$ cat src/rtl/usb_fs_tx_pkg.sv
// Shared types and line constants for the full-speed USB transmitter.
// Line encodings are {p,n}.
package usb_fs_tx_pkg;

   typedef enum logic [2:0] {
      ST_IDLE,
      ST_SYNC,
      ST_DATA,
      ST_EOP_SE0,
      ST_EOP_J
   } tx_state_e;

   localparam logic [7:0] SYNC_PATTERN = 8'h80;
   localparam int         STUFF_LIMIT  = 6;
   localparam int         EOP_SE0_BITS = 2;

   localparam logic [1:0] LINE_J   = 2'b10;
   localparam logic [1:0] LINE_K   = 2'b01;
   localparam logic [1:0] LINE_SE0 = 2'b00;

endpackage

$ cat src/rtl/usb_fs_tx_phy_if.sv
// Byte-stream handshake between the packet engine and the USB line transmitter.
interface usb_fs_tx_phy_if;

   logic       pkt_start;
   logic [7:0] tx_data;
   logic       tx_data_valid;
   logic       tx_data_get;
   logic       tx_busy;

   modport master (
      output pkt_start, tx_data, tx_data_valid,
      input  tx_data_get, tx_busy
   );

   modport slave (
      input  pkt_start, tx_data, tx_data_valid,
      output tx_data_get, tx_busy
   );

endinterface

$ cat src/rtl/usb_fs_nrzi_stuffer.sv
// NRZI encoder with bit stuffing: tracks consecutive ones and the J/K level.
// Each bit_adv starts a new line bit; when stall is high that bit is a stuffed 0.
module usb_fs_nrzi_stuffer
   import usb_fs_tx_pkg::*;
(
   input  logic clk_usb,
   input  logic reset_n,
   input  logic bit_adv,
   input  logic raw_bit,
   input  logic force_se0,
   input  logic force_j,
   output logic stall,
   output logic usb_p,
   output logic usb_n
);

   logic       level_j;
   logic [2:0] ones_cnt;
   logic [1:0] line;

   assign stall = (ones_cnt == 3'(STUFF_LIMIT));

   // Forced symbols park the encoder at J so the next SYNC starts from a known level.
   always_ff @(posedge clk_usb or negedge reset_n) begin
      if (!reset_n) begin
         level_j  <= 1'b1;
         ones_cnt <= '0;
      end else if (bit_adv) begin
         if (stall || !raw_bit) begin
            level_j  <= ~level_j;
            ones_cnt <= '0;
         end else begin
            ones_cnt <= ones_cnt + 3'd1;
         end
      end else if (force_se0 || force_j) begin
         level_j  <= 1'b1;
         ones_cnt <= '0;
      end
   end

   always_comb begin
      line = level_j ? LINE_J : LINE_K;
      if (force_se0)
         line = LINE_SE0;
      else if (force_j)
         line = LINE_J;
   end

   assign usb_p = line[1];
   assign usb_n = line[0];

endmodule

$ cat src/rtl/usb_fs_tx_phy.sv
// Full-speed USB line transmitter: SYNC, NRZI/bit-stuffed data bytes, then EOP.
//
//   state      | meaning
//   ST_IDLE    | line J, pads not driven, waiting for pkt_start
//   ST_SYNC    | sending the 8-bit SYNC pattern
//   ST_DATA    | sending the current byte LSB first (plus stuff bits)
//   ST_EOP_SE0 | EOP_SE0_BITS bit periods of SE0
//   ST_EOP_J   | one bit period of J, then release the pads
module usb_fs_tx_phy
   import usb_fs_tx_pkg::*;
#(
   parameter int CLKS_PER_BIT = 4
) (
   input  logic             clk_usb,
   input  logic             reset_n,
   usb_fs_tx_phy_if.slave   tx_if,
   output logic             usb_p_tx,
   output logic             usb_n_tx,
   output logic             usb_tx_en
);

   localparam int            TW         = (CLKS_PER_BIT > 1) ? $clog2(CLKS_PER_BIT) : 1;
   localparam logic [TW-1:0] TIMER_LOAD = TW'(CLKS_PER_BIT - 1);

   tx_state_e     state_q, state_d;
   logic [TW-1:0] timer_q;
   logic [7:0]    shreg_q, shreg_d;
   logic [2:0]    bit_idx_q, bit_idx_d;
   logic          stuffing_q, stuffing_d;
   logic          done_q, done_d;
   logic [1:0]    eop_cnt_q, eop_cnt_d;

   logic strobe;
   logic last_bit;
   logic bit_adv;
   logic raw_bit;
   logic data_get;
   logic stall;

   assign strobe   = (state_q != ST_IDLE) && (timer_q == '0);
   assign last_bit = (bit_idx_q == 3'd7);

   always_ff @(posedge clk_usb or negedge reset_n) begin
      if (!reset_n)
         timer_q <= TIMER_LOAD;
      else if (state_q == ST_IDLE || timer_q == '0)
         timer_q <= TIMER_LOAD;
      else
         timer_q <= timer_q - 1'b1;
   end

   always_ff @(posedge clk_usb or negedge reset_n) begin
      if (!reset_n) begin
         state_q    <= ST_IDLE;
         shreg_q    <= '0;
         bit_idx_q  <= '0;
         stuffing_q <= 1'b0;
         done_q     <= 1'b0;
         eop_cnt_q  <= '0;
      end else begin
         state_q    <= state_d;
         shreg_q    <= shreg_d;
         bit_idx_q  <= bit_idx_d;
         stuffing_q <= stuffing_d;
         done_q     <= done_d;
         eop_cnt_q  <= eop_cnt_d;
      end
   end

   // shreg_q[0] is the bit currently on the line whenever no stuff bit is in flight.
   always_comb begin
      state_d    = state_q;
      shreg_d    = shreg_q;
      bit_idx_d  = bit_idx_q;
      stuffing_d = stuffing_q;
      done_d     = done_q;
      eop_cnt_d  = eop_cnt_q;
      bit_adv    = 1'b0;
      raw_bit    = shreg_q[0];
      data_get   = 1'b0;

      case (state_q)
         ST_IDLE: begin
            if (tx_if.pkt_start) begin
               state_d    = ST_SYNC;
               shreg_d    = SYNC_PATTERN;
               bit_idx_d  = '0;
               stuffing_d = 1'b0;
               done_d     = 1'b0;
               bit_adv    = 1'b1;
               raw_bit    = SYNC_PATTERN[0];
            end
         end

         ST_SYNC, ST_DATA: begin
            if (strobe) begin
               if (stuffing_q) begin
                  stuffing_d = 1'b0;
                  if (done_q) begin
                     state_d   = ST_EOP_SE0;
                     eop_cnt_d = 2'(EOP_SE0_BITS - 1);
                  end else begin
                     bit_adv = 1'b1;
                     raw_bit = shreg_q[0];
                  end
               end else begin
                  if (last_bit) begin
                     if (tx_if.tx_data_valid) begin
                        data_get  = 1'b1;
                        shreg_d   = tx_if.tx_data;
                        bit_idx_d = '0;
                        state_d   = ST_DATA;
                        raw_bit   = tx_if.tx_data[0];
                     end else begin
                        done_d = 1'b1;
                     end
                  end else begin
                     shreg_d   = {1'b0, shreg_q[7:1]};
                     bit_idx_d = bit_idx_q + 3'd1;
                     raw_bit   = shreg_q[1];
                  end

                  // A pending stuff bit goes out even when the stream has ended.
                  if (stall) begin
                     stuffing_d = 1'b1;
                     bit_adv    = 1'b1;
                  end else if (last_bit && !tx_if.tx_data_valid) begin
                     state_d   = ST_EOP_SE0;
                     eop_cnt_d = 2'(EOP_SE0_BITS - 1);
                  end else begin
                     bit_adv = 1'b1;
                  end
               end
            end
         end

         ST_EOP_SE0: begin
            if (strobe) begin
               if (eop_cnt_q == '0)
                  state_d = ST_EOP_J;
               else
                  eop_cnt_d = eop_cnt_q - 2'd1;
            end
         end

         ST_EOP_J: begin
            if (strobe)
               state_d = ST_IDLE;
         end

         default: state_d = ST_IDLE;
      endcase
   end

   usb_fs_nrzi_stuffer u_nrzi_stuffer (
      .clk_usb   (clk_usb),
      .reset_n   (reset_n),
      .bit_adv   (bit_adv),
      .raw_bit   (raw_bit),
      .force_se0 (state_q == ST_EOP_SE0),
      .force_j   ((state_q == ST_IDLE) || (state_q == ST_EOP_J)),
      .stall     (stall),
      .usb_p     (usb_p_tx),
      .usb_n     (usb_n_tx)
   );

   assign usb_tx_en         = (state_q != ST_IDLE);
   assign tx_if.tx_busy     = (state_q != ST_IDLE);
   assign tx_if.tx_data_get = data_get;

endmodule

$ cat src/flat_wrapper.sv
// flat-port wrapper written by rule: the top's interface ports become plain ports
module usb_fs_tx_phy_flat import usb_fs_tx_pkg::*;
#(
   parameter int CLKS_PER_BIT = 4
)
  (clk_usb, reset_n, usb_p_tx, usb_n_tx, usb_tx_en, tx_if_pkt_start, tx_if_tx_data, tx_if_tx_data_valid, tx_if_tx_data_get, tx_if_tx_busy);
  usb_fs_tx_phy_if tx_if_i ();
  input  logic clk_usb;
  input  logic reset_n;
  output logic usb_p_tx;
  output logic usb_n_tx;
  output logic usb_tx_en;
  input wire logic [$bits(tx_if_i.pkt_start)-1:0] tx_if_pkt_start;
  input wire logic [$bits(tx_if_i.tx_data)-1:0] tx_if_tx_data;
  input wire logic [$bits(tx_if_i.tx_data_valid)-1:0] tx_if_tx_data_valid;
  output wire logic [$bits(tx_if_i.tx_data_get)-1:0] tx_if_tx_data_get;
  output wire logic [$bits(tx_if_i.tx_busy)-1:0] tx_if_tx_busy;
  assign tx_if_i.pkt_start = tx_if_pkt_start;
  assign tx_if_i.tx_data = tx_if_tx_data;
  assign tx_if_i.tx_data_valid = tx_if_tx_data_valid;
  assign tx_if_tx_data_get = tx_if_i.tx_data_get;
  assign tx_if_tx_busy = tx_if_i.tx_busy;
  usb_fs_tx_phy #(.CLKS_PER_BIT(CLKS_PER_BIT)) u_core (.clk_usb(clk_usb), .reset_n(reset_n), .tx_if(tx_if_i), .usb_p_tx(usb_p_tx), .usb_n_tx(usb_n_tx), .usb_tx_en(usb_tx_en));
endmodule
$ cat config.mk
export PLATFORM = sky130hd
export DESIGN_NAME = usb_fs_tx_phy_flat
export DESIGN_NICKNAME = d
export VERILOG_FILES = /design/src/rtl/usb_fs_tx_pkg.sv /design/src/rtl/usb_fs_tx_phy_if.sv /design/src/rtl/usb_fs_nrzi_stuffer.sv /design/src/rtl/usb_fs_tx_phy.sv /design/src/flat_wrapper.sv
export SDC_FILE = /design/constraint.sdc
export NUM_CORES = 1
export LEC_CHECK = 0
export ABC_AREA = 0
export BUFFER_PORTS_ARGS = -buffer_cell sky130_fd_sc_hd__buf_2
export CAP_MARGIN = 20
export CORE_MARGIN = 1.5
export CORE_UTILIZATION = 52
export CTS_BUF_LIST = sky130_fd_sc_hd__clkbuf_2
export CTS_CLUSTER_DIAMETER = 80
export CTS_CLUSTER_SIZE = 40
export DETAILED_ROUTE_END_ITERATION = 16
export PLACE_DENSITY = 0.71
export SYNTH_ARGS = -nofsm -noshare
export SYNTH_HDL_FRONTEND = slang
export SYNTH_SLANG_ARGS = --single-unit
$ cat constraint.sdc
create_clock -name clk_usb -period 2.3 [get_ports clk_usb]
set_input_delay 0.23 -clock clk_usb [delete_from_list [all_inputs] [get_ports clk_usb]]
set_output_delay 0.23 -clock clk_usb [all_outputs]
set_load 0.01 [all_outputs]
==> impl_metrics.json, run 1 <==
{
  "critPathMaxFanout": 11,
  "synth.largest_area_cell": "dfrtp_1",
  "fin_skew_ns": 0.0204,
  "clock-sinks": 24,
  "yosys-top-cells-area": "dfrtp_1, mux2i_1, dfstp_2",
  "max_freq_ghz": 0.467,
  "postSynthAreaPerCell_sq_um": 9.80,
  "die_x_um": 56.9,
  "worst_slew_pin_slew_ns": 0.584,
  "p_per_area_mw_per_mm2": 1040,
  "firstDrtPassIters": 4,
  "cts.repair.resized": 0,
  "yosysSeqAreaShare_pct": 40.0,
  "seq_area_sq_um": 604,
  "cp.arrival_ns": 1.91,
  "fp-row-count": 19,
  "grt_pass1_wl_mm": 5.21,
  "hold_viol_final": 0,
  "crit_path_start_kind": "flop",
  "fin_setup_tns_ns": 0,
  "hold_depth": 3,
  "root_buffer": "clkbuf_2",
  "stdcell_count": 199,
  "synth_warnings": 0,
  "placedInstanceArea_sq_mm": 0.00158,
  "wl_per_cell_um": 15.5,
  "vdd_drop_max_mv": 0.812,
  "hold_start": "tx_if_tx_data[2]",
  "setup_viol": 0,
  "detail-route-antenna-nets": 0,
  "power.leakage_nw": 0.749,
  "r2r_slack_ns": 0.26,
  "layout.nets": 187,
  "multi_input_area_sq_um": 805,
  "final_cell_area_sq_mm": 0.00161,
  "syn_area_sq_mm": 0.00151,
  "fin_hold_ws_ns": 0.130,
  "syn-num-nets": 172,
  "end_kind": "output port",
  "antenna_found_initial": 0,
  "gp_congestion": 0.886,
  "insertion_delay_ns": 0.36,
  "start_util_pct": 54.7,
  "synth_top_flop_cell": "dfrtp_1",
  "synth_cells": 154,
  "ios": 17,
  "slew_headroom_pct": 61.0,
  "fillers": 250,
  "die-area_sq_mm": 0.00323,
  "grt_overflow": 0,
  "fin_crit_ns": 2.14,
  "area_growth_pct": 6.88,
  "drtIter0Drc": 68,
  "n_antenna_cell": 0,
  "finalCritPeriodShare_pct": 93.1,
  "synth_commonest_cells": "dfrtp_1, nand2_1, inv_1",
  "grt_pass1_vias": 1147,
  "cts_tree": "yes",
  "ys_types": 53,
  "place_ws_ns": 0.298,
  "r2r_cells": 5,
  "cts_buffer_depth": 2,
  "min_path_type": "in -> reg",
  "reg2reg_to": "u_core.shreg_q[7]$_DFFE_PN0P_",
  "synth-edff-count": 0,
  "max-cap-violations": 0,
  "grt_usage_pct": 20.9,
  "whs_endpoint": "u_core.shreg_q[2]$_DFFE_PN0P_",
  "rsz0062_at_grt": "no",
  "critical-path-slowest-cell": "dfrtp_1",
  "num_vias": 1215,
  "synth_top_area_share_pct": 34.8,
  "die_y_um": 56.9,
  "core_sq_mm": 0.00276,
  "slew_viol_final": 0,
  "outcome": "finished clean",
  "worst_path_largest_cell_delay_ns": 0.75,
  "layout-drive-gt1-share_pct": 22.6,
  "synth_most_common_cell": "dfrtp_1",
  "h-tree-depth": 1,
  "async_reset_ff_share_pct": 100,
  "grt_max_degree": 25,
  "numCtsBuffers": 3,
  "path_cells": "nand2_1 > nor2_1 > nor3_1 > buf_2",
  "r2r_start": "u_core.state_q[0]$_DFFE_PN0P_",
  "routed_wl_mm": 3.09,
  "cts.clk_slew.worst_paths_ns": 0.24,
  "ys_seq_elements": 24,
  "drc": 0,
  "io_buffer_count": 16,
  "dp.cells": 194,
  "worstPathRequired_ns": 2.07,
  "hpwl_mm": 2.28,
  "vias_per_cell": 6.11,
  "setup_ws_ns": 0.158,
  "path_class": "reg -> out"
}
-- routing by layer --
metal	track usage (%)	wire (um)
met2	33.7	1490
met5	0	0
met1	28.1	1440
met4	7.97	43
met3	3.46	124
-- placed cells by master, fill, tap and decap left out, types with 2 or more instances in the layout --
master | synthesis | final
nor3b_1 | 2 | 2
inv_1 | 11 | 11
a41oi_1 | 2 | 2
nand2b_1 | 2 | 2
nor3_1 | 3 | 3
a31oi_1 | 2 | 2
buf_2 | 4 | 16
dfrtp_1 | 21 | 21
o21ai_0 | 4 | 4
o22ai_1 | 2 | 2
or3_1 | 2 | 2
nand4_1 | 3 | 3
a21oi_1 | 7 | 7
ha_1 | 6 | 6
mux2i_1 | 8 | 8
dfstp_2 | 3 | 3
a211o_1 | 3 | 3
o21ai_1 | 6 | 6
nand3_1 | 4 | 4
a22o_1 | 2 | 2
nand2_1 | 16 | 16
clkbuf_2 | 1 | 3
nor2_1 | 9 | 9
buf_4 | 1 | 2
-- where the power goes --
part           switching (mW)  internal [mW]  leakage (nW)
Sequential              0.117          0.544         0.309
Combinational           0.485          0.354         0.426
Clock                   0.133         0.0378        0.0140
Total                   0.734          0.935         0.749
-- how the worst max path moves through the flow --
stage | startpoint | to | depth (start not counted)
3_5_place_dp | u_core.timer_q[0]$_DFF_PN1_ | u_core.u_nrzi_stuffer.ones_cnt[2]$_DFFE_PN0P_ | 7
5_1_grt | u_core.state_q[0]$_DFFE_PN0P_ | usb_n_tx | 4
3_3_place_gp | u_core.timer_q[0]$_DFF_PN1_ | u_core.u_nrzi_stuffer.level_j$_DFFE_PN1P_ | 7
6_report | u_core.state_q[0]$_DFFE_PN0P_ | usb_n_tx | 4
4_1_cts | u_core.state_q[0]$_DFFE_PN0P_ | usb_n_tx | 4
2_1_floorplan | u_core.timer_q[0]$_DFF_PN1_ | u_core.u_nrzi_stuffer.level_j$_DFFE_PN1P_ | 7
-- per-stage QoR --
stage	power [mW]	util [%]
after floorplan	1.33	-
after global placement	1.47	57.4
after detailed placement	1.50	57.4
after CTS	1.67	58.5
after global routing	1.80	58.5
final	1.67	58.5
-- flip-flops by register name, indices dropped and copies added, names as in the netlist --
name and cells:
u_core.u_nrzi_stuffer.level_j 1, u_core.timer_q 2, u_core.stuffing_q 1, u_core.shreg_q 8
u_core.bit_idx_q 3, u_core.state_q 3, u_core.done_q 1, u_core.u_nrzi_stuffer.ones_cnt 3
u_core.eop_cnt_q 2
-- cell type report --
| type | count | share of cell area (%) |
|---|---|---|
| inverter | 11 | 2.56 |
| tap | 31 | 2.40 |
| multi-input combinational | 110 | 49.9 |
| clock inverter | 1 | 0.233 |
| sequential | 24 | 37.5 |
| timing repair buffer | 19 | 6.52 |
| clock buffer | 3 | 0.931 |
-- worst max-delay path, delay by kind of cell (launching register included) --
kind | cells | cell delay (ns)
buffers and inverters | 1 | 0.15
DFF | 1 | 0.75
and+or+nand+nor | 3 | 0.64
-- timing repair --
action                    in CTS  in global routing
setup buffers                  0                  0
hold endpoints to repair      21                  0
hold buffers                   1                  0
-- cell families after synthesis --
family,share of synthesized area (%)
AO/OA/AOI/OAI,19.5
XOR/XNOR,2.90
adder cells (fa/ha/maj),4.97
buffers and inverters,6.63
flip-flops,40.0
multiplexers,7.05
AND/OR/NAND/NOR,18.9
No activity file was read; power rests on OpenSTA's default activity.
==> run 2, diff against run 1 <==
--- a/config.mk
+++ b/config.mk
@@ -6,7 +6,6 @@
 export NUM_CORES = 1
 export LEC_CHECK = 0
 export ABC_AREA = 0
-export BUFFER_PORTS_ARGS = -buffer_cell sky130_fd_sc_hd__buf_2
 export CAP_MARGIN = 20
 export CORE_MARGIN = 1.5
 export CORE_UTILIZATION = 52
@@ -14,7 +13,8 @@
 export CTS_CLUSTER_DIAMETER = 80
 export CTS_CLUSTER_SIZE = 40
 export DETAILED_ROUTE_END_ITERATION = 16
-export PLACE_DENSITY = 0.71
+export DONT_BUFFER_PORTS = 1
+export PLACE_DENSITY = 0.66
 export SYNTH_ARGS = -nofsm -noshare
 export SYNTH_HDL_FRONTEND = slang
 export SYNTH_SLANG_ARGS = --single-unit
==> impl_metrics.json, run 2 (synthesized netlist as in run 1, its figures left out) <==
{
  "outcome": "finished clean",
  "vias_per_cell": 6.08,
  "place_ws_ns": 0.278,
  "vdd_drop_max_mv": 0.821,
  "clock-sinks": 24,
  "hold_viol_final": 0,
  "critical-path-slowest-cell": "dfstp_2",
  "path_cells": "inv_1 > ha_1 > nor3b_1 > a21oi_1 > mux2_4 > and3_1 > o22ai_1",
  "layout.nets": 173,
  "whs_endpoint": "u_core.shreg_q[7]$_DFFE_PN0P_",
  "fin_setup_tns_ns": 0,
  "antenna_found_initial": 0,
  "rsz0062_at_grt": "no",
  "wl_per_cell_um": 15.0,
  "area_growth_pct": 5.14,
  "slew_viol_final": 0,
  "die-area_sq_mm": 0.00323,
  "start_util_pct": 54.7,
  "core_sq_mm": 0.00276,
  "fin_crit_ns": 2.09,
  "worst_path_largest_cell_delay_ns": 0.59,
  "n_antenna_cell": 0,
  "max_freq_ghz": 0.478,
  "finalCritPeriodShare_pct": 90.9,
  "numCtsBuffers": 3,
  "fin_skew_ns": 0.0103,
  "gp_congestion": 0.917,
  "grt_pass1_wl_mm": 4.71,
  "largest_reg_flops": 8,
  "crit_path_start_kind": "flop",
  "cp_top_family": "flip-flops",
  "max-cap-violations": 0,
  "cts.repair.resized": 0,
  "hpwl_mm": 2.08,
  "root_buffer": "clkbuf_2",
  "cts.clk_slew.worst_paths_ns": 0.25,
  "p_per_area_mw_per_mm2": 1090,
  "worst_slew_pin_slew_ns": 0.554,
  "fp-row-count": 19,
  "final_common_cell": "dfrtp_1",
  "final_cell_mix": "dfrtp_1, nand2_1, inv_1, nor2_1, mux2i_1",
  "grt_usage_pct": 18.5,
  "reg2reg_to": "u_core.u_nrzi_stuffer.level_j$_DFFE_PN1P_",
  "regMostFlops": "u_core.shreg_q",
  "final_util_pct": 57.5,
  "layout-drive-gt1-share_pct": 16.2,
  "cp.buffers_inverters": 1,
  "end_kind": "flop",
  "hold_start": "tx_if_tx_data[7]",
  "grt_overflow": 0,
  "routed_wl_mm": 2.78,
  "r2r_cells": 7,
  "setup_viol": 0,
  "h-tree-depth": 1,
  "fillers": 252,
  "path_class": "reg -> reg",
  "drc": 0,
  "power.leakage_nw": 0.713,
  "r2r_start": "u_core.timer_q[0]$_DFF_PN1_",
  "worstPathRequired_ns": 2.61,
  "die_y_um": 56.9,
  "min_path_type": "in -> reg",
  "io_buffer_count": 0,
  "ios": 17,
  "r2r_slack_ns": 0.21,
  "cp.arrival_ns": 2.40,
  "detail-route-antenna-nets": 0,
  "cts_buffer_depth": 2,
  "cts_tree": "yes",
  "hold_depth": 2,
  "grt_pass1_vias": 1029,
  "setup_ws_ns": 0.208,
  "grt_max_degree": 25,
  "slew_headroom_pct": 63.1,
  "insertion_delay_ns": 0.36,
  "critPathMaxFanout": 8,
  "num_vias": 1124,
  "die_x_um": 56.9,
  "drtIter0Drc": 60,
  "firstDrtPassIters": 4
}
run 2: changes by cell type in the layout (fill, tap and decap cells not counted), sizes merged:
cell / change
buf: -14
bufinv: +1
clkinv: -1
run 2: per-layer routing:
layer	global-route usage (%)	wire length (um)	vias to the layer above
met5	0	0	-
met4	5.32	19	0
met3	2.30	105	2
met2	27.9	1300	30
met1	27.9	1350	540
li1	-	-	552
run 2: area by class of cell:
type | instances | area, sq um | area share (%)
Tap cell | 31 | 38.8 | 2.44
Inverter | 11 | 41.3 | 2.60
Clock buffer | 3 | 15.0 | 0.946
Timing Repair Buffer | 5 | 52.6 | 3.31
Sequential cell | 24 | 604 | 38.1
Multi-Input combinational cell | 110 | 805 | 50.7
Clock inverter | 1 | 30.0 | 1.89
run 2: repair_timing:
item / in CTS / in global routing
endpoints found under the hold margin: 24 / 0
hold buffers: 2 / 0
buffers inserted: 0 / 0
run 2: report_power, final:
part	switching (mW)	internal, mW	total [mW]
Combinational	0.466	0.332	0.798
Sequential	0.107	0.544	0.651
Clock	0.137	0.150	0.287
run 2: through the flow:
step | hold slack, ns | power [mW] | area [sq um] | cells
finish | 0.0323 | 1.74 | 1590 | 185
global placement | -0.0650 | 1.42 | 1510 | 179
detailed placement | -0.0650 | 1.44 | 1510 | 179
CTS | 0.0144 | 1.74 | 1590 | 185
floorplan | -0.0656 | 1.33 | 1510 | 154
global route | 0.0219 | 1.86 | 1590 | 185
run 2: how the worst max path moves through the flow:
stage                                                 to                   startpoint  slack (ns)  cells after the start
2_1_floorplan  u_core.u_nrzi_stuffer.level_j$_DFFE_PN1P_  u_core.timer_q[0]$_DFF_PN1_        0.46                      7
3_3_place_gp   u_core.u_nrzi_stuffer.level_j$_DFFE_PN1P_  u_core.timer_q[0]$_DFF_PN1_        0.33                      7
3_5_place_dp   u_core.u_nrzi_stuffer.level_j$_DFFE_PN1P_  u_core.timer_q[0]$_DFF_PN1_        0.28                      7
6_report       u_core.u_nrzi_stuffer.level_j$_DFFE_PN1P_  u_core.timer_q[0]$_DFF_PN1_        0.21                      7
5_1_grt        u_core.u_nrzi_stuffer.level_j$_DFFE_PN1P_  u_core.timer_q[0]$_DFF_PN1_        0.14                      7
4_1_cts        u_core.u_nrzi_stuffer.level_j$_DFFE_PN1P_  u_core.timer_q[0]$_DFF_PN1_        0.23                      7
==> run 3, diff against run 2 <==
--- a/config.mk
+++ b/config.mk
@@ -7,9 +7,8 @@
 export LEC_CHECK = 0
 export ABC_AREA = 0
 export CAP_MARGIN = 20
-export CORE_MARGIN = 1.5
+export CORE_MARGIN = 5
 export CORE_UTILIZATION = 52
-export CTS_BUF_LIST = sky130_fd_sc_hd__clkbuf_2
 export CTS_CLUSTER_DIAMETER = 80
 export CTS_CLUSTER_SIZE = 40
 export DETAILED_ROUTE_END_ITERATION = 16
==> impl_metrics.json, run 3 (synthesized netlist as in run 1, its figures left out) <==
{
  "die-area_sq_mm": 0.00408,
  "grt_usage_pct": 15.7,
  "final_cell_mix": "dfrtp_1, nand2_1, inv_1, nor2_1, mux2i_1",
  "max_freq_ghz": 0.483,
  "cts.clk_slew.worst_paths_ns": 0.14,
  "die_y_um": 63.9,
  "regMostFlops": "u_core.shreg_q",
  "cts_tree": "yes",
  "outcome": "finished clean",
  "clock-sinks": 24,
  "cp.arrival_ns": 2.31,
  "firstDrtPassIters": 4,
  "largest_reg_flops": 8,
  "start_util_pct": 54.7,
  "h-tree-depth": 1,
  "critPathMaxFanout": 8,
  "hold_viol_final": 0,
  "drc": 0,
  "fin_setup_tns_ns": 0,
  "end_kind": "flop",
  "fin_crit_ns": 2.07,
  "crit_path_start_kind": "flop",
  "dp.cells": 180,
  "cts.repair.resized": 0,
  "grt_pass1_vias": 1100,
  "cts_buffer_depth": 2,
  "finalPower_mw": 1.78,
  "layout-drive-gt1-share_pct": 16.8,
  "num_vias": 1094,
  "n_antenna_cell": 0,
  "p_per_area_mw_per_mm2": 1100,
  "die_x_um": 63.9,
  "grt_util_met1_pct": 22.1,
  "numCtsBuffers": 3,
  "detail-route-antenna-nets": 0,
  "drtIter0Drc": 54,
  "grt_pass1_wl_mm": 5.24,
  "worstPathRequired_ns": 2.54,
  "core_sq_mm": 0.00276,
  "antenna_found_initial": 0,
  "vias_per_cell": 5.88,
  "finalCritPeriodShare_pct": 90.0,
  "slew_headroom_pct": 71.9,
  "area_growth_pct": 6.63,
  "met2_usage_pct": 25.3,
  "vdd_drop_max_mv": 0.975,
  "root_buffer": "clkbuf_4",
  "routed_wl_mm": 3.05,
  "ios": 17,
  "fin_skew_ns": 0.00604,
  "gp_congestion": 0.857,
  "path_class": "reg -> reg",
  "power.leakage_nw": 0.723,
  "worst_slew_pin_slew_ns": 0.421,
  "hpwl_mm": 2.22,
  "layout.nets": 174,
  "insertion_delay_ns": 0.31,
  "use_met3_pct": 3.15,
  "min_path_type": "in -> reg",
  "grt_max_degree": 25,
  "slew_viol_final": 0,
  "fp-row-count": 19,
  "rsz0062_at_grt": "no",
  "final_common_cell": "dfrtp_1",
  "grt_busiest_layer": "met2",
  "wl_per_cell_um": 16.4,
  "io_buffer_count": 0,
  "setup_viol": 0,
  "max-cap-violations": 0,
  "grt_overflow": 0,
  "fillers": 245,
  "stdcell_count": 186
}
-- run 3: cell types whose count changed in the layout (fill, tap and decap cells not counted), sizes merged --
cell and change:
buf +1
-- run 3: metal layers --
metal | routed length (um) | vias to the layer above | share of wire (%)
met2 | 1480 | 25 | 49
li1 | - | 554 | -
met5 | 0 | - | 0
met4 | 21 | 0 | 0.69
met1 | 1400 | 511 | 46
met3 | 142 | 4 | 4.7
-- run 3: power by group --
part,total [mW],internal [mW],switching (mW)
Clock,0.306,0.176,0.130
Combinational,0.826,0.338,0.488
Sequential,0.645,0.544,0.101
Total,1.78,1.06,0.718
-- run 3: critical path, stage by stage, from the launching register on --
cell	delay, ns
dfstp_2	0.55
inv_1	0.04
ha_1	0.30
nor3b_1	0.18
a21oi_1	0.27
mux2_4	0.36
and3_1	0.17
o22ai_1	0.13
-- run 3: worst paths after layout --
kind / start / end / slack (ns) / cells after the start
max reg2reg: u_core.timer_q[0]$_DFF_PN1_ / u_core.u_nrzi_stuffer.level_j$_DFFE_PN1P_ / 0.23 / 7
min reg2reg: u_core.timer_q[0]$_DFF_PN1_ / u_core.timer_q[0]$_DFF_PN1_ / 0.46 / 1
min in group asynchronous: reset_n / u_core.shreg_q[0]$_DFFE_PN0P_ / 0.25 / 1
max in group asynchronous: reset_n / u_core.timer_q[0]$_DFF_PN1_ / 1.55 / 2
min: tx_if_tx_data[5] / u_core.shreg_q[5]$_DFFE_PN0P_ / 0.09 / 2
max: u_core.timer_q[0]$_DFF_PN1_ / u_core.u_nrzi_stuffer.level_j$_DFFE_PN1P_ / 0.23 / 7
-- run 3: layout make-up --
cell class | instances | area, sq um | share of cell area (%)
multi-input combinational | 110 | 805 | 50.0
sequential | 24 | 604 | 37.6
timing repair buffer | 6 | 67.6 | 4.20
inverter | 11 | 41.3 | 2.57
tap | 31 | 38.8 | 2.41
clock inverter | 1 | 30.0 | 1.87
clock buffer | 3 | 22.5 | 1.40
-- run 3: repair_timing --
| action | in CTS | in global routing |
|---|---|---|
| hold buffers | 1 | 0 |
| setup buffers | 0 | 0 |
| hold endpoints to repair | 24 | 0 |
-- run 3: per-stage QoR --
stage	hold WS (ns)	setup WS [ns]	area (sq um)	utilization, %
floorplan	-0.0656	0.461	1510	-
global placement	-0.0648	0.335	1520	55.1
detailed placement	-0.0649	0.275	1520	55.1
CTS	0.0851	0.238	1580	57.4
global route	0.0717	0.118	1610	58.3
finish	0.0886	0.230	1610	58.3
